`src/rtl/scytale_pkg.sv`:
```
// Shared definitions for the scytale frame feeder: default widths, the
// end-of-payload token and the feeder FSM state encoding.
// Optional checksum support is enabled with SCYTALE_FEEDER_CHECKSUM_EN.
package scytale_pkg;

  localparam int DEF_D_WIDTH       = 8;
  localparam int DEF_KEY_WIDTH     = 8;
  localparam int DEF_MAX_NOF_CHARS = 50;

  localparam logic [7:0] DEF_START_DECRYPTION_TOKEN = 8'hFA;

  typedef enum logic [2:0] {
    ST_IDLE    = 3'd0,
    ST_HDR_M   = 3'd1,
    ST_LOAD    = 3'd2,
    ST_DRAIN   = 3'd3,
    ST_TOKEN   = 3'd4,
    ST_WAIT_HI = 3'd5,
`ifdef SCYTALE_FEEDER_CHECKSUM_EN
    ST_WAIT_LO = 3'd6,
    ST_CHECK   = 3'd7
`else
    ST_WAIT_LO = 3'd6
`endif
  } feeder_state_t;

  // Index width able to address every buffer slot; never below one bit.
  function automatic int idx_width(input int depth);
    return (depth > 1) ? $clog2(depth) : 1;
  endfunction

endpackage

```
`src/rtl/scytale_byte_buffer.sv`:
```
// Payload store for one frame: simple dual-port RAM, one write port and one
// read port whose data is registered. Storage is not reset; only the read
// register is, so the feeder's data_o comes out of reset at zero.
module scytale_byte_buffer
  import scytale_pkg::*;
#(
  parameter int D_WIDTH = DEF_D_WIDTH,
  parameter int DEPTH   = DEF_MAX_NOF_CHARS,
  parameter int ADDR_W  = idx_width(DEF_MAX_NOF_CHARS)
) (
  input  logic              clk,
  input  logic              rst_n,
  input  logic              wr_en,
  input  logic [ADDR_W-1:0] wr_addr,
  input  logic [D_WIDTH-1:0] wr_data,
  input  logic              rd_en,
  input  logic [ADDR_W-1:0] rd_addr,
  output logic [D_WIDTH-1:0] rd_data
);

  logic [D_WIDTH-1:0] mem [DEPTH];

  // Write port: store the incoming payload byte at the write index.
  always_ff @(posedge clk) begin
    if (wr_en) begin
      mem[wr_addr] <= wr_data;
    end
  end

  // Read port: registered read that holds its value between reads.
  always_ff @(posedge clk or negedge rst_n) begin
    if (!rst_n) begin
      rd_data <= '0;
    end else if (rd_en) begin
      rd_data <= mem[rd_addr];
    end
  end

endmodule

```
`src/rtl/scytale_frame_feeder.sv`:
```
// Frame feeder in front of the scytale decryptor. Collects a frame made of
// key_N, key_M and key_N*key_M payload bytes, replays the payload back to
// back followed by the start-decryption token, then waits for the decryptor
// to raise and drop its busy flag before accepting the next frame.
// Defining SCYTALE_FEEDER_CHECKSUM_EN adds a trailing XOR checksum byte that
// must match before the payload is released.
module scytale_frame_feeder
  import scytale_pkg::*;
#(
  parameter int D_WIDTH       = DEF_D_WIDTH,
  parameter int KEY_WIDTH     = DEF_KEY_WIDTH,
  parameter int MAX_NOF_CHARS = DEF_MAX_NOF_CHARS,
  parameter logic [D_WIDTH-1:0] START_DECRYPTION_TOKEN = D_WIDTH'(DEF_START_DECRYPTION_TOKEN)
) (
  input  logic                 clk,
  input  logic                 rst_n,
  input  logic [D_WIDTH-1:0]   data_i,
  input  logic                 valid_i,
  input  logic                 dec_busy_i,
  output logic [D_WIDTH-1:0]   data_o,
  output logic                 valid_o,
  output logic [KEY_WIDTH-1:0] key_N_o,
  output logic [KEY_WIDTH-1:0] key_M_o,
  output logic                 busy_o,
  output logic                 err_o
);

  localparam int IDX_W  = idx_width(MAX_NOF_CHARS);
  localparam int PROD_W = 2 * KEY_WIDTH;

  feeder_state_t      state;
  logic [IDX_W-1:0]   wr_idx;
  logic [IDX_W-1:0]   rd_idx;
  logic [IDX_W-1:0]   last_idx;
  logic               tok_sel;
  logic [KEY_WIDTH-1:0] hdr_key;
  logic [PROD_W-1:0]  product;
  logic               wr_en;
  logic               rd_en;
  logic [D_WIDTH-1:0] rd_data;
`ifdef SCYTALE_FEEDER_CHECKSUM_EN
  logic [D_WIDTH-1:0] xor_acc;
`endif

  // The key_M candidate is the byte currently on data_i; the product is
  // formed at full width so large keys cannot alias into a legal length.
  assign hdr_key = KEY_WIDTH'(data_i);
  assign product = PROD_W'(key_N_o) * PROD_W'(hdr_key);
  assign wr_en   = (state == ST_LOAD) && valid_i;
  assign rd_en   = (state == ST_DRAIN);

  // Output byte is either the buffer's registered read or the token; both
  // sources are registers, so data_o holds whenever neither changes.
  assign data_o  = tok_sel ? START_DECRYPTION_TOKEN : rd_data;

  scytale_byte_buffer #(
    .D_WIDTH (D_WIDTH),
    .DEPTH   (MAX_NOF_CHARS),
    .ADDR_W  (IDX_W)
  ) u_buffer (
    .clk     (clk),
    .rst_n   (rst_n),
    .wr_en   (wr_en),
    .wr_addr (wr_idx),
    .wr_data (data_i),
    .rd_en   (rd_en),
    .rd_addr (rd_idx),
    .rd_data (rd_data)
  );

  // Frame FSM with registered handshake outputs; outputs trail the state by
  // one cycle because the buffer read is registered.
  always_ff @(posedge clk or negedge rst_n) begin
    if (!rst_n) begin
      state    <= ST_IDLE;
      key_N_o  <= '0;
      key_M_o  <= '0;
      wr_idx   <= '0;
      rd_idx   <= '0;
      last_idx <= '0;
      tok_sel  <= 1'b0;
      valid_o  <= 1'b0;
      busy_o   <= 1'b0;
      err_o    <= 1'b0;
`ifdef SCYTALE_FEEDER_CHECKSUM_EN
      xor_acc  <= '0;
`endif
    end else begin
      valid_o <= 1'b0;
      err_o   <= 1'b0;
      case (state)
        ST_IDLE: begin
          wr_idx <= '0;
          rd_idx <= '0;
          if (valid_i) begin
            key_N_o <= hdr_key;
`ifdef SCYTALE_FEEDER_CHECKSUM_EN
            xor_acc <= data_i;
`endif
            state   <= ST_HDR_M;
          end
        end
        ST_HDR_M: begin
          if (valid_i) begin
            key_M_o <= hdr_key;
`ifdef SCYTALE_FEEDER_CHECKSUM_EN
            xor_acc <= xor_acc ^ data_i;
`endif
            if ((product == '0) || (product > PROD_W'(MAX_NOF_CHARS))) begin
              err_o  <= 1'b1;
              wr_idx <= '0;
              rd_idx <= '0;
              state  <= ST_IDLE;
            end else begin
              last_idx <= IDX_W'(product - PROD_W'(1));
              state    <= ST_LOAD;
            end
          end
        end
        ST_LOAD: begin
          if (valid_i) begin
            wr_idx <= wr_idx + IDX_W'(1);
`ifdef SCYTALE_FEEDER_CHECKSUM_EN
            xor_acc <= xor_acc ^ data_i;
            if (wr_idx == last_idx) begin
              state <= ST_CHECK;
            end
`else
            if (wr_idx == last_idx) begin
              busy_o <= 1'b1;
              state  <= ST_DRAIN;
            end
`endif
          end
        end
`ifdef SCYTALE_FEEDER_CHECKSUM_EN
        ST_CHECK: begin
          if (valid_i) begin
            if (data_i == xor_acc) begin
              busy_o <= 1'b1;
              state  <= ST_DRAIN;
            end else begin
              err_o  <= 1'b1;
              wr_idx <= '0;
              rd_idx <= '0;
              state  <= ST_IDLE;
            end
          end
        end
`endif
        ST_DRAIN: begin
          tok_sel <= 1'b0;
          valid_o <= 1'b1;
          rd_idx  <= rd_idx + IDX_W'(1);
          if (rd_idx == last_idx) begin
            state <= ST_TOKEN;
          end
        end
        ST_TOKEN: begin
          tok_sel <= 1'b1;
          valid_o <= 1'b1;
          state   <= ST_WAIT_HI;
        end
        ST_WAIT_HI: begin
          if (dec_busy_i) begin
            state <= ST_WAIT_LO;
          end
        end
        ST_WAIT_LO: begin
          if (!dec_busy_i) begin
            busy_o <= 1'b0;
            wr_idx <= '0;
            rd_idx <= '0;
            state  <= ST_IDLE;
          end
        end
        default: begin
          state <= ST_IDLE;
        end
      endcase
    end
  end

endmodule

```
`config.mk`:
```
export PLATFORM = sky130hd
export DESIGN_NAME = scytale_frame_feeder
export DESIGN_NICKNAME = d
export VERILOG_FILES = /design/src/rtl/scytale_pkg.sv /design/src/rtl/scytale_byte_buffer.sv /design/src/rtl/scytale_frame_feeder.sv
export SDC_FILE = /design/constraint.sdc
export NUM_CORES = 1
export LEC_CHECK = 0
export CELL_PAD_IN_SITES_DETAIL_PLACEMENT = 0
export CELL_PAD_IN_SITES_GLOBAL_PLACEMENT = 1
export CORE_MARGIN = 2
export CORE_UTILIZATION = 49
export DETAILED_ROUTE_END_ITERATION = 16
export PLACE_DENSITY_LB_ADDON = 0.1
export SYNTH_ARGS = -nofsm -noshare
export SYNTH_HDL_FRONTEND = slang
export SYNTH_SLANG_ARGS = --single-unit
```
`constraint.sdc`:
```
create_clock -name clk -period 11.2 [get_ports clk]
set_input_delay 1.12 -clock clk [delete_from_list [all_inputs] [get_ports clk]]
set_output_delay 1.12 -clock clk [all_outputs]
set_load 0.03 [all_outputs]
```
==> Word-level counts from Yosys, hierarchy flattened <==
Memory sizes are Yosys's and may differ from the RTL's. A register that Yosys moved wholly into a read port is not among the register bits.
Index checks and enable logic that the tools add are counted.
{ "totals": {"n_memories": 1, "ramBits": 400, "ff_bits": 41} }
{ "classes": {"magnitude_cmp": 1, "n_reduce_logical": 17, "mul": 1, "n_addsub": 3, "muxes": 27, "bitwise_logic": 1, "n_eq_ne": 16} }
{ "mem_list": {"columns": ["memory", "words", "width", "rd", "rd_ports_with_merged_regs", "wr", "line", "source"], "rows": [
  ["u_buffer.mem", 50, 8, 1, 1, 1, "scytale_byte_buffer.sv:21", "logic [D_WIDTH-1:0] mem [DEPTH];"]
]} }
{ "ops": {"columns": ["operator", "count"], "rows": [
  ["6-bit case mux with 4 select lines", 2],
  ["6-bit 2-to-1 mux", 4],
  ["3-bit 2-to-1 mux", 7],
  ["3-bit case mux with 7 select lines", 1],
  ["16-bit by 6-bit greater-than comparator with 1-bit output, second input constant", 1],
  ["16-bit logical NOT", 1],
  ["8-bit by 8-bit multiplier with 16-bit output", 1],
  ["6-bit by 1-bit adder with 6-bit output, second input constant", 2],
  ["6-bit == test", 2],
  ["2-bit != test, second input constant", 6],
  ["3-bit == test, second input constant", 3],
  ["1-bit 2-to-1 mux", 9],
  ["8-bit 2-to-1 mux", 1],
  ["4-bit AND reduction", 2],
  ["4-bit nonzero test", 2],
  ["7-bit AND reduction", 1],
  ["3-bit by 2-bit == test with 1-bit output, second input constant", 2],
  ["6-bit by 1-bit subtractor with 6-bit output, second input constant", 1],
  ["5-bit AND reduction", 1],
  ["2-bit by 1-bit != test with 1-bit output, second input constant", 2],
  ["1-bit case mux with 2 select lines", 2],
  ["2-bit AND reduction", 2],
  ["2-bit nonzero test", 2],
  ["3-bit by 1-bit == test with 1-bit output, second input constant", 1],
  ["other kinds (8)", 8]
]} }

==> Depth between registers and ports, before layout <==
Gate-level depths: netlist of the first run.
{ "logic_depth": {"ltp_word": 6, "depth_mapped": 19, "ltp_nobuf": 17} }

==> Modules after synthesis <==
A second synthesis of the first run with hierarchy kept.
{ "unflattened": {"hier_cells": 1212, "area_unflattened_um2": 20241.9} }
{ "modules_own_cells": {"columns": ["mod", "seq_area_each_um2", "n_inst", "cells_per_inst", "area_each_um2"], "rows": [
  ["scytale_byte_buffer", 12211.7, 1, 757, 15954.1],
  ["scytale_frame_feeder", 1026.0, 1, 455, 4287.9]
]} }

==> Worst setup path after synthesis of the first run <==
Ideal clock, no wire load.
{ "synth_timing": {"path_type": "input to register", "start": "input port data_i[2]", "end": "register last_idx[0]", "arrival_time_ps": 5681, "setup_time_ps": 125, "slack_ps": 5394, "n_path_buf": 1, "stages": 16, "path_cell_list": "clkbuf_1 nand2_1 fa_1 fa_1 fa_1 fa_1 inv_1 ha_1 a21o_1 a221oi_4 o211ai_2 a2111oi_4 nand4b_2 nor4_4 nand2_4 mux2_4"} }
{ "synth_between": {"elab_chain_cells": 5, "elab_cells_between_ends": 6, "classes_between": "mul (1); order compare (1); bitwise (1); reduce/logical (3)"} }
{ "synth_lines": {"columns": ["element", "line", "source"], "rows": [
  ["from (decl)", "scytale_frame_feeder.sv:17", "input logic [D_WIDTH-1:0] data_i,"],
  ["8-bit by 8-bit multiplier with 16-bit output (*)", "scytale_frame_feeder.sv:48", "assign product = PROD_W'(key_N_o) * PROD_W'(hdr_key);"],
  ["16-bit by 6-bit greater-than comparator with 1-bit output / 16-bit logical NOT (equally long branches)", "scytale_frame_feeder.sv:109", "if ((product == '0) || (product > PROD_W'(MAX_NOF_CHARS))) begin"],
  ["1-bit logical OR (*)", "scytale_frame_feeder.sv:109", null],
  ["1-bit NOT (no source line) (*)", null, null],
  ["3-bit AND reduction (no source line) (*)", null, null],
  ["to (signal assigned)", "scytale_frame_feeder.sv:115", "last_idx <= IDX_W'(product - PROD_W'(1));"],
  ["to (decl)", "scytale_frame_feeder.sv:34", "logic [IDX_W-1:0] last_idx;"]
]} }
Every way passes the cells marked *; elsewhere a longest branch is shown, timed or not.
A chain may end at the register's enable or synchronous reset.

==> Worst setup path in the final report of the first run <==
{ "layout_timing": {"start": "input port data_i[3]", "end": "register wr_idx[2]"} }
{ "layout_between": {"elab_chain_cells": 5, "elab_cells_between_ends": 6, "classes_between": "mul (1); order compare (1); eq/ne (1); reduce/logical (3)"} }
{ "layout_lines": {"columns": ["element", "line", "source"], "rows": [
  ["8-bit by 8-bit multiplier with 16-bit output (*)", "scytale_frame_feeder.sv:48", null],
  ["16-bit by 6-bit greater-than comparator with 1-bit output / 16-bit logical NOT (equally long branches)", "scytale_frame_feeder.sv:109", null],
  ["1-bit logical OR (*)", "scytale_frame_feeder.sv:109", null],
  ["2-bit != test (no source line) (*)", null, null],
  ["5-bit AND reduction (no source line) (*)", null, null],
  ["to (signal assigned)", "scytale_frame_feeder.sv:122", "wr_idx <= wr_idx + IDX_W'(1);"],
  ["to (decl)", "scytale_frame_feeder.sv:32", "logic [IDX_W-1:0] wr_idx;"]
]} }
Marks and branches as above.

==> metrics, run 1 <==
run status complete, no violations; Final Max Tran Viols 0; synthesized instance count 1149; Die Wd 207 µm; grt ovf 0; first-pass GRT wire length roughly 67000 µm; endpoints failing hold 0; met1 usage ~31%; sequential element share of the synthesized area roughly two thirds; Area contributors post-synth edfxtp_1 59%, mux4_2 14%, dfrtp_1 6.1%; Crit Path Category input pin to register; I/O Buffers 38; R2R depth 16; R2R Setup Slk between 5 and 6 ns; YS warnings 0; Wirelength per Cell 25.2 µm; global routing usage on met2 about a third; Clock Tree Root clkbuf_16; setup ws final just over 5 ns; worst endpoint required time ~12 ns; Post-synth top cells 400 x edfxtp_1, 128 x mux4_2, 76 x nand2_1, 70 x nor2_1, 56 x inv_1; ANT nets after route 0; setup tns final 0 ns; max-capacitance violation count 0; GR Util met3 under 10%; drc violations 0; Post-DP HPWL 28100 µm; initial core utilization a little under 50%; die area 42900 µm²; fin cells 1759; TritonCTS Sinks 449; die span in y 207 µm; Clock transition at path regs about 0.06 ns; Core Box Area 40800 µm²; critical path capture point type register; Layout area overhead 11.3%; hold path endpoint u_buffer.rd_data[4]; H-tree depth 2; pre-CTS WS 4.39 ns; number of global-route vias before repair ~10000; placed cell count between 1500 and 2000; Clock Skews roughly 0.014 ns; Num CTS Buffers 47; DR iter-0 viols 862; Pleak roughly 7.6 nW; post-CTS setup buffer count 0; Via-to-Cell Ratio roughly 5.8; largest net degree at the start of global routing between 60 and 70; Initial DRT Pass Iterations 5; total track usage between 20% and 30%; syn nets between 1000 and 1500; most frequent cell after synthesis edfxtp_1; Top Usage Layer GRT met2; initial antenna violation count 1; maximum VDD drop 0.000259 V; hold buffers post-CTS 0; Seq cells post-synth 449; RR Startpoint key_N_o[5]; RePlAce Congestion between 0.7 and 0.8; Post-synth EDFFs 400; Yosys top cell area share between 50% and 60%; clock latency on the worst-skew pair 0.58 ns; worst hold path stage count 2; average size of a mapped cell about 18 µm²; Yosys cell types 62; RSZ-0062 raised after global routing false; cell area after synthesis ~20000 µm²; f_max between 150 and 200 MHz; critical path peak fanout 60; IO Pins 39; pwr dens between 200 and 300 nW/µm²; worst slew pin tran 1.11 ns; row count 74; final WL 44300 µm; Final Net Count approximately 1300; Async SR Flop Fraction between 10% and 20%; Setup Viol. Count Final 0; critical path arrival between 6 and 7 ns; share of layout cells above drive strength 1 between 20 and 25%; Rel. slew slack 26.1%; Hold Crit Class register to register; CP Launch Type input pin; HP Start u_buffer.rd_data[4]; CTS resizes 0; ANT cells 0; Primary FF master, synth edfxtp_1; Clock Path Buffers 3; r2r endpoint wr_idx[2]; crit path time final slightly above 6 ns; via count between 10000 and 15000; Final period util between 50% and 60%; Synth area leader edfxtp_1; FILL cells 3190; CTS tree yes
-- routing by layer --
layer	vias to the layer above	wire [µm]
li1	4514	-
met1	5412	20200
met2	264	21100
met3	54	2120
met4	0	807
met5	-	0
-- worst max-delay path, cell delays in order --
cell and delay, ns:
buf_2 0.78, nand2_1 0.18, fa_1 0.52, fa_1 0.57, fa_1 0.42, fa_1 0.49
inv_1 0.04, ha_1 0.35, a21o_1 0.28, a221oi_4 0.37, o211ai_2 0.14, a2111oi_4 0.42
nand4_2 0.20, o21ai_2 0.35, nor2_1 0.16, nor3_1 0.22
-- where the power goes --
group / internal [W] / total (W) / switching [W]
sequential: 0.00188 / 0.00200 / 0.000116
clock: 0.000811 / 0.00144 / 0.000632
combinational: 0.00111 / 0.00259 / 0.00148
total: 0.00380 / 0.00603 / 0.00223
-- how the worst max path moves through the flow --
stage	from	to	depth (start not counted)
finish	data_i[3]	wr_idx[2]	16
global route	data_i[3]	wr_idx[2]	16
CTS	data_i[3]	wr_idx[2]	16
detailed placement	data_i[3]	wr_idx[2]	16
global placement	data_i[3]	wr_idx[4]	16
floorplan	data_i[2]	last_idx[0]	16
-- stage by stage --
stage | hold WS [ns] | total power, W | utilization (%) | instance area [µm²]
2_1_floorplan | 0.437 | 0.00408 | - | 20200
3_3_place_gp | 0.454 | 0.00466 | 51.6 | 21100
3_5_place_dp | 0.460 | 0.00466 | 51.6 | 21100
4_1_cts | 0.475 | 0.00611 | 55.1 | 22500
5_1_grt | 0.496 | 0.00645 | 55.1 | 22500
6_report | 0.470 | 0.00603 | 55.1 | 22500
-- sequential cells by signal (all words and copies together), names as in the netlist --
signal and flops:
u_buffer.mem 400, key_M_o 8, key_N_o 8, u_buffer.rd_data 8, last_idx 6, rd_idx 6, wr_idx 6, state 3
busy_o 1, err_o 1, tok_sel 1, valid_o 1
-- cell usage in the layout, fill, tap and decap left out, types with 15 or more instances in the layout --
cell / instances
ha_1: 40
fa_1: 36
and2_1: 40
edfxtp_1: 400
o21ai_0: 18
clkdlybuf4s50_1: 29
mux4_2: 128
nor2_1: 70
clkbuf_16: 48
mux2_2: 26
inv_1: 56
nand2_1: 76
dfrtp_1: 46
a21oi_1: 15
-- cells by family after synthesis --
| logic type | share of synthesized area [%] |
|---|---|
| flops | 65.4 |
| simple gates | 6.31 |
| mux | 16.3 |
| buf+inv | 2.33 |
| fa+ha+maj | 6.04 |
| compound gates | 2.55 |
| xor+xnor | 0.990 |
-- area by class of cell --
cell class	instances	area [µm²]	area share [%]
clock inverters	32	214	0.950
flip-flops and latches	449	13200	58.8
multi-input cells	585	6530	29.0
repair buffers	51	433	1.92
well taps	532	666	2.96
clock buffers	54	1220	5.43
inverters	56	210	0.933
Power figures use the tool's default switching activity.
==> run 2, diff against run 1 <==
==> constraint.sdc (replaced) <==
create_clock -name clk -period 5.81 [get_ports clk]
set_input_delay 0.581 -clock clk [delete_from_list [all_inputs] [get_ports clk]]
set_output_delay 0.581 -clock clk [all_outputs]
set_load 0.03 [all_outputs]
==> metrics, run 2 (same netlist as run 1, synthesis figures left out) <==
Worst Setup SP key_N_o[2]; largest net degree at the start of global routing 59 (-7.8%); critical path arrival 5.83 ns (-0.81 ns); share of layout cells above drive strength 1 22.9% (-0.049 points); Clock transition at path regs 0.06 ns (about the same); post-CTS setup buffer count 0 (unchanged); Wirelength per Cell 25.6 µm (+1.9%); crit path time final 5.35 ns; via count 10300 (+0.27%); Layout area overhead 11.5%; CP endpoint wr_idx[2]; initial core utilization 49.5% (unchanged); Final Max Tran Viols 0 (unchanged); Max stage delay on crit path 0.60 ns (-0.18 ns); row count 74 (unchanged); I/O Buffers 38 (unchanged); Rel. slew slack 30.0% (+3.9 points); f_max 187 MHz; setup tns final 0 ns (unchanged); CP dominant cell by count fa_1; Clock Path Buffers 3 (unchanged); Pleak 7.63 nW (+0.45%); Via-to-Cell Ratio 5.81 (-0.18%); Die Wd 207 µm (unchanged); DR iter-0 viols 940 (+9.0%); slowest cell on the critical path dfrtp_1; r2r endpoint wr_idx[2]; endpoints failing hold 0 (unchanged); IO Pins 39 (unchanged); drc violations 0 (unchanged); Clock Tree Root clkbuf_16; first-pass GRT wire length 68500 µm (+2.4%); CP Launch Type register; storage element area 13200 µm² (unchanged); maximum VDD drop 0.000726 V (+180%); Final Net Count 1290 (+0.94%); commonest non-fill, non-tap cells in the layout 400 x edfxtp_1, 128 x mux4_2, 76 x nand2_1, 70 x nor2_1, 56 x inv_1; Num CTS Buffers 46 (-2.1%); R2R depth 15 (-1); Top reg by flops u_buffer.mem; placed cell count 1686 (+0.78%); Clock Skews 0.0202 ns (+0.00592 ns); hold buffers post-CTS 0 (unchanged); CTS resizes 0 (unchanged); grt ovf 0 (unchanged); Setup Viol. Count Final 0 (unchanged); critical path capture point type register; max reg flops 400 (unchanged); critical-path cell list nand2_1 > fa_1 > fa_1 > fa_1 > fa_1 > inv_1 > ha_1 > a21o_1 > a221oi_4 > o211ai_2 > a2111oi_4 > nand4_2 > o21ai_2 > nor2_1 > nor3_1; pwr dens 520 nW/µm² (+94%); run status complete, no violations; FILL cells 3242 (+1.6%); die span in y 207 µm (unchanged); worst endpoint required time 6.29 ns (-5.40 ns); Final period util between 90% and 100%; H-tree depth 2 (unchanged); Post-DP HPWL 29800 µm (+5.9%); max-capacitance violation count 0 (unchanged); RR Startpoint key_N_o[2]; Hold Crit Class input pin to async pin; number of global-route vias before repair 10400 (+0.019%); Initial DRT Pass Iterations 5 (unchanged); R2R Setup Slk 0.46 ns (-5.32 ns); RSZ-0062 raised after global routing false; TritonCTS Sinks 449 (unchanged); die area 42900 µm² (unchanged); total track usage 21.6% (+0.55 points); CTS tree yes; fin cells 1767 (+0.45%); initial antenna violation count 5 (+4); ANT nets after route 0 (unchanged); most common cell after layout, fill and taps aside edfxtp_1; Core Box Area 40800 µm² (unchanged); Crit Path Category register to register; worst slew pin tran 1.05 ns (-0.0581 ns); clock latency on the worst-skew pair 0.58 ns (about the same); Multi-input gate area 6520 µm² (about the same); final WL 45300 µm (+2.3%); critical path peak fanout 10 (-83%); RePlAce Congestion 0.757 (-4.8%)
[run 2: layer usage]
metal | GRT usage [%] | wire [µm] | up-vias
met4 | 5.99 | 910 | 6
met5 | 0 | 34 | -
met1 | 33.1 | 21000 | 5365
met3 | 4.37 | 2850 | 66
li1 | - | - | 4533
met2 | 31.7 | 20500 | 302
[run 2: layout make-up]
| cell class | instances | area share, % |
|---|---|---|
| timing repair buffer | 64 | 2.41 |
| inverter | 56 | 0.932 |
| multi-input combinational | 585 | 28.9 |
| tap | 532 | 2.95 |
| clock buffer | 56 | 5.31 |
| sequential | 449 | 58.7 |
| antenna | 1 | 0.0111 |
| clock inverter | 24 | 0.765 |
[run 2: worst min-delay path by stage]
stage / start / to / slack [ns] / cells past startpoint
final: rst_n / valid_o / 0.12 / 2
after global routing: rst_n / valid_o / 0.16 / 2
after CTS: rst_n / valid_o / 0.12 / 2
after detailed placement: u_buffer.rd_data[2] / u_buffer.rd_data[2] / 0.46 / 2
after global placement: u_buffer.rd_data[2] / u_buffer.rd_data[2] / 0.45 / 2
after floorplan: rst_n / busy_o / 0.29 / 0
[run 2: metrics by stage]
| stage | utilization (%) | setup slack (ns) | cell area [µm²] | total power [W] | hold slack [ns] |
|---|---|---|---|---|---|
| 2_1_floorplan | - | 0.543 | 20200 | 0.00787 | 0.285 |
| 3_3_place_gp | 51.9 | 0.194 | 21200 | 0.00908 | 0.453 |
| 3_5_place_dp | 51.9 | 0.180 | 21200 | 0.00909 | 0.462 |
| 4_1_cts | 55.2 | 0.441 | 22600 | 0.0118 | 0.124 |
| 5_1_grt | 55.2 | 0.0872 | 22600 | 0.0125 | 0.164 |
| 6_report | 55.2 | 0.462 | 22600 | 0.0117 | 0.116 |
[run 2: worst max-delay path, delay by kind of cell, from the launching register on]
kind,cells,cell delay [ns]
fa+ha+maj,5,2.31
compound gates,5,1.57
buf+inv,1,0.04
flops,1,0.60
simple gates,4,0.74
[run 2: where the power goes]
part	total, W	switching [W]	internal (W)
Clock	0.00273	0.00122	0.00151
Combinational	0.00517	0.00294	0.00223
Sequential	0.00383	0.000194	0.00363
